**src/rtl/tlul_data_intg_chk_pipe.sv**
```systemverilog
// Multi-lane inverted-SECDED(39,32) integrity checker: one-stage valid/ready pipe,
// sticky/counted error statistics and a four-phase alert handshake.

module tlul_data_intg_chk_lane (
  input  logic [38:0] cw_i,
  output logic [31:0] data_o,
  output logic        single_o,
  output logic        double_o
);
  localparam logic [38:0] InvMask = {7'h2A, 32'h0};
  localparam logic [6:0][31:0] HMask = {
    32'h98505586, 32'h2DCC624C, 32'hC2C1323B, 32'h31234ED1,
    32'h413D89AA, 32'hDEBA8050, 32'h2606BD25
  };

  logic [38:0] cw;
  logic [6:0]  syn;

  assign cw = cw_i ^ InvMask;

  always_comb begin
    syn = '0;
    for (int i = 0; i < 7; i++) syn[i] = ^(cw[31:0] & HMask[i]) ^ cw[32+i];
  end

  // Hsiao columns all have odd weight, so syndrome parity separates single from double.
  assign single_o = (|syn) &  (^syn);
  assign double_o = (|syn) & ~(^syn);
  assign data_o   = cw_i[31:0];
endmodule

module tlul_data_intg_chk_pipe #(
  parameter int NumLanes    = 1,
  parameter int DataWidth   = 32,
  parameter int IntgWidth   = 7,
  parameter int ErrCntWidth = 8
) (
  input  logic                                   clk_i,
  input  logic                                   rst_i,
  input  logic                                   in_valid_i,
  output logic                                   in_ready_o,
  input  logic [NumLanes*(DataWidth+IntgWidth)-1:0] in_data_i,
  output logic                                   out_valid_o,
  input  logic                                   out_ready_i,
  output logic [NumLanes*DataWidth-1:0]          out_data_o,
  output logic [NumLanes*2-1:0]                  out_lane_err_o,
  output logic                                   out_err_o,
  output logic                                   err_sticky_o,
  output logic [ErrCntWidth-1:0]                 err_cnt_o,
  input  logic                                   clr_i,
  output logic                                   alert_req_o,
  input  logic                                   alert_ack_i
);
  typedef enum logic [1:0] {StIdle, StReq, StWaitLow} alert_st_e;

  logic [NumLanes-1:0][DataWidth-1:0] lane_data;
  logic [NumLanes-1:0]                lane_single, lane_double;
  logic [NumLanes-1:0][1:0]           lane_err;
  logic                               beat_err, accept, err_beat;

  logic                               out_valid_q, out_valid_d;
  logic [NumLanes*DataWidth-1:0]      out_data_q, out_data_d;
  logic [NumLanes*2-1:0]              out_lane_err_q, out_lane_err_d;
  logic                               out_err_q, out_err_d;
  logic                               err_sticky_q, err_sticky_d;
  logic [ErrCntWidth-1:0]             err_cnt_q, err_cnt_d;
  logic                               pending_q, pending_d;
  alert_st_e                          state_q, state_d;

  tlul_data_intg_chk_lane u_lane [NumLanes-1:0] (
    .cw_i     (in_data_i),
    .data_o   (lane_data),
    .single_o (lane_single),
    .double_o (lane_double)
  );

  always_comb begin
    lane_err = '0;
    for (int k = 0; k < NumLanes; k++) lane_err[k] = {lane_double[k], lane_single[k]};
  end

  assign beat_err   = |lane_err;
  assign in_ready_o = !out_valid_q | out_ready_i;
  assign accept     = in_valid_i & in_ready_o;
  assign err_beat   = accept & beat_err;

  always_comb begin
    out_valid_d    = out_valid_q;
    out_data_d     = out_data_q;
    out_lane_err_d = out_lane_err_q;
    out_err_d      = out_err_q;
    if (accept) begin
      out_valid_d    = 1'b1;
      out_data_d     = lane_data;
      out_lane_err_d = lane_err;
      out_err_d      = beat_err;
    end else if (out_ready_i) begin
      out_valid_d    = 1'b0;
    end
  end

  // A clear coinciding with an erroneous beat leaves exactly that beat counted.
  always_comb begin
    err_sticky_d = err_sticky_q;
    err_cnt_d    = err_cnt_q;
    if (clr_i) begin
      err_sticky_d = err_beat;
      err_cnt_d    = {{(ErrCntWidth-1){1'b0}}, err_beat};
    end else if (err_beat) begin
      err_sticky_d = 1'b1;
      if (err_cnt_q != '1) err_cnt_d = err_cnt_q + {{(ErrCntWidth-1){1'b0}}, 1'b1};
    end
  end

  always_comb begin
    state_d   = state_q;
    pending_d = pending_q;
    unique case (state_q)
      StIdle: begin
        if (err_beat || pending_q) begin
          state_d   = StReq;
          pending_d = 1'b0;
        end
      end
      StReq: begin
        if (err_beat) pending_d = 1'b1;
        if (alert_ack_i) state_d = StWaitLow;
      end
      StWaitLow: begin
        if (err_beat) pending_d = 1'b1;
        if (!alert_ack_i) state_d = StIdle;
      end
      default: state_d = StIdle;
    endcase
  end

  always_ff @(posedge clk_i or posedge rst_i) begin
    if (rst_i) begin
      out_valid_q    <= 1'b0;
      out_data_q     <= '0;
      out_lane_err_q <= '0;
      out_err_q      <= 1'b0;
      err_sticky_q   <= 1'b0;
      err_cnt_q      <= '0;
      pending_q      <= 1'b0;
      state_q        <= StIdle;
    end else begin
      out_valid_q    <= out_valid_d;
      out_data_q     <= out_data_d;
      out_lane_err_q <= out_lane_err_d;
      out_err_q      <= out_err_d;
      err_sticky_q   <= err_sticky_d;
      err_cnt_q      <= err_cnt_d;
      pending_q      <= pending_d;
      state_q        <= state_d;
    end
  end

  assign out_valid_o    = out_valid_q;
  assign out_data_o     = out_data_q;
  assign out_lane_err_o = out_lane_err_q;
  assign out_err_o      = out_err_q;
  assign err_sticky_o   = err_sticky_q;
  assign err_cnt_o      = err_cnt_q;
  assign alert_req_o    = (state_q == StReq);
endmodule
```
**config.mk**
```make
export PLATFORM = sky130hd
export DESIGN_NAME = tlul_data_intg_chk_pipe
export DESIGN_NICKNAME = d
export VERILOG_FILES = /design/src/rtl/tlul_data_intg_chk_pipe.sv
export SDC_FILE = /design/constraint.sdc
export NUM_CORES = 1
export LEC_CHECK = 0
export BUFFER_PORTS_ARGS = -buffer_cell sky130_fd_sc_hd__buf_4
export CAP_MARGIN = 20
export CORE_ASPECT_RATIO = 1.4
export CORE_MARGIN = 1.5
export CORE_UTILIZATION = 46
export DETAILED_ROUTE_END_ITERATION = 7
export HOLD_SLACK_MARGIN = 0.15
export PLACE_DENSITY = 0.76
export SLEW_MARGIN = 10
export SYNTH_ARGS = -nofsm -noshare
export SYNTH_HDL_FRONTEND = slang
export SYNTH_HIERARCHICAL = 1
export SYNTH_SLANG_ARGS = --single-unit
```
**constraint.sdc**
```tcl
create_clock -name clk_i -period 2.4 [get_ports clk_i]
set_input_delay 0 -clock clk_i [delete_from_list [all_inputs] [get_ports clk_i]]
set_output_delay 0 -clock clk_i [all_outputs]
set_load 0.01 [all_outputs]
```
==> impl_results.md <==
* CTS tree: yes
* R2R setup slack at about 550 ps
* Slew at the pin with the worst max-slew slack at around 620 ps
* Rows at 35
* Via count at about 2300
* Crit path arrival time at roughly 2800 ps
* Pleak at between 2 and 2.5 nW
* Final GP Congestion at roughly 0.83
* CP required at 2590 ps
* Mux cell area share after synthesis at 0.146
* Wirelength per Cell at around 15 um
* R2r startpoint: err_cnt_o[0]$_DFFE_PP0P_
* Largest family of logic cells by synthesized area: XOR/XNOR gates
* Main synth FF type: dfrtp_1
* Commonest non-fill, non-tap cell in the layout: buf_4
* Buffers on Ports at between 90 and 100
* Max Slew Vio Count at 0
* DRC violation total after the first TritonRoute iteration at 51
* Synth Area in Adders at 0.0364
* Layout cell share with drive strength beyond 1 at 0.514
* Final Setup Violations at 11
* Final period utilization at 1.09
* Cells after synthesis at about 260
* Worst hold slack at 226 ps
* ANT cells at 0
* Final WS setup at -217 ps
* Startpoint types: input port
* DP Cell Count at between 400 and 500
* Dpl ws at -593 ps
* RSZ-0062 raised after global routing: yes
* R2r worst-path depth at 5
* Sink Count at 48
* GRT Residual Overflow at 0
* Die Y-Extent at 100 um
* Post-synthesis compound-gate area fraction at 0.0444
* Simple-gate share of the synthesized area at 0.0598
* Violated checks: setup timing
* Worst vdd ir at ~0.0013 V
* CP endpoint kind: flop
* PwrDens at roughly 1100 nW/um^2
* Core Area at about 6600 um^2
* Area Overhead vs Synth at 48.6%
* First-pass GRT wire length at around 12 mm
* Sequential cell area fraction in the yosys report at 0.388
* Detailed Place HPWL at 5.13 mm
* Fmax at ~0.38 GHz
* Clock transition at path regs at 90 ps
* Setup TNS at -1830 ps
* Hold Vio Cnt, Final at 0
* Max Cap Violations at 0
* CTS HTree Levels at 2
* IO Pins at between 90 and 100
* Clk root buf: clkbuf_8
* Hold Path Stages at 4
* Final ANT Viol Nets at 0
* Mapped Area at approximately 3100 um^2
* Number of flops mapped to enable cells by yosys at 0
* Gr usage total at 0.215
* Largest net degree at the start of global routing at 49
* Yosys warns at 6
* Nets at roughly 450
* Hold endpoint: state_q[1]$_DFFE_PP0P_
* Outcome: finished with violations
* Crit path kind: in2reg
* Initial antenna violation count at 0
* Hold WC Path Type: in2reg
* Max FO, Critical Path at 6
* Clock Latency Late Sink at roughly 300 ps
* Vias/cell at ~5
* Initial Util at 0.471
* DRC viols at 0
* Max_slew headroom at 0.585
* Post-synth net total at 313
* Synthesized flop and latch total at 48
* Crit path time final at ~2600 ps
* Pwr Total at roughly 5.3 mW
* Most frequent cells in the layout: buf_4, xnor2_1, dfrtp_1
* Die area at between 7000 and 8000 um^2
* Vias in the first global route at approximately 2500
* Pre-antenna DRT Iters at 4
* Die width at a little over 70 um
* Syn Area/Cell at ~12 um^2
* Worst flop-to-flop path endpoint: err_cnt_o[5]$_DFFE_PP0P_
* Post-route insts no fill at 473
* Number of CTS-inserted buffers at 5
* Hold Path Origin: alert_ack_i
* Number of distinct library cells after synthesis at 41
* Clock Skew at roughly 8 ps
* Clock buffer depth at 2
* DRT Wirelength at 7.31 mm
* XOR/XNOR share of the synthesized area at 0.230
* Ys async rst share at 1.00
-- cells by family after synthesis --
family	count (synthesis)
buf+inv	43
compound gates	17
fa+ha+maj	9
xor+xnor	72
simple gates	30
flops	48
mux	40
-- sequential cells by signal, indices dropped and copies added, names as in the netlist --
register,count
out_data_o,32
err_cnt_o,8
out_lane_err_o,2
state_q,2
err_sticky_o,1
out_err_o,1
out_valid_o,1
pending_q,1
-- power breakdown --
group | internal, mW | switching (mW) | total, mW
clock network | 0.257 | 0.258 | 0.515
logic | 2.15 | 1.53 | 3.68
registers | 0.979 | 0.118 | 1.10
total | 3.39 | 1.90 | 5.29
-- Yosys cell counts (all sizes together) (2+ instances only) --
cell type,count,area share
nand4,2,0.0040
a21oi,4,0.0065
nand3,5,0.0081
dfrtp,48,0.39
xor2,8,0.023
ha,9,0.036
xnor2,58,0.16
buf,36,0.086
nor2,3,0.0036
mux2,39,0.14
nor2b,2,0.0040
nand2,5,0.0061
nand2b,2,0.0065
nor3,3,0.0048
xnor3,6,0.044
inv,6,0.0073
o211a,2,0.0065
-- layout make-up --
cell class              count  area, um^2
fillers                   481        1970
multi-input cells         168        1770
repair buffers            170        1420
flip-flops and latches     48        1200
clock buffers               7        96.3
well taps                  74        92.6
inverters                   6        22.5
-- what timing repair did --
item                                    CTS  global route
cloned                                    1             0
resized for setup                        17             6
endpoints found under the setup margin   11            13
hold endpoints to repair                 90             0
buffers inserted                          1             1
hold buffers                             36             0
pin swaps                                15             8
-- worst max-delay path, cell delays in order --
cell      delay [ps]
buf_8            110
xnor2_4          140
xnor3_1          410
xnor2_1          230
xnor2_1          160
ha_1             280
xnor2_2          150
xnor2_2          200
nand2_1          120
mux2i_4          190
o211ai_4         160
nor4b_2          280
mux2_2           360
-- how the worst max path moves through the flow --
| stage | depth (start not counted) | slack, ps | start | to |
|---|---|---|---|---|
| after detailed placement | 15 | -590 | in_data_i[26] | err_cnt_o[3]$_DFFE_PP0P_ |
| after global placement | 14 | -500 | in_data_i[11] | err_cnt_o[4]$_DFFE_PP0P_ |
| after global routing | 14 | -310 | in_data_i[18] | err_cnt_o[4]$_DFFE_PP0P_ |
| after CTS | 14 | -220 | in_data_i[31] | err_cnt_o[0]$_DFFE_PP0P_ |
| after floorplan | 12 | -280 | in_data_i[26] | err_cnt_o[5]$_DFFE_PP0P_ |
| final | 13 | -220 | in_data_i[31] | err_cnt_o[5]$_DFFE_PP0P_ |
-- layer usage --
layer | vias to the layer above | routed length (um) | GRT usage
met5 | - | 0 | 0
met4 | 0 | 94 | 0.0493
met3 | 11 | 325 | 0.0341
met2 | 69 | 4190 | 0.411
met1 | 1135 | 2700 | 0.245
li1 | 1123 | - | -
-- through the flow --
step,util,area (um^2)
floorplan,-,3180
global placement,0.606,3980
detailed placement,0.606,3980
CTS,0.694,4560
global route,0.701,4600
finish,0.701,4600
No activity file was read; power rests on OpenSTA's default activity.
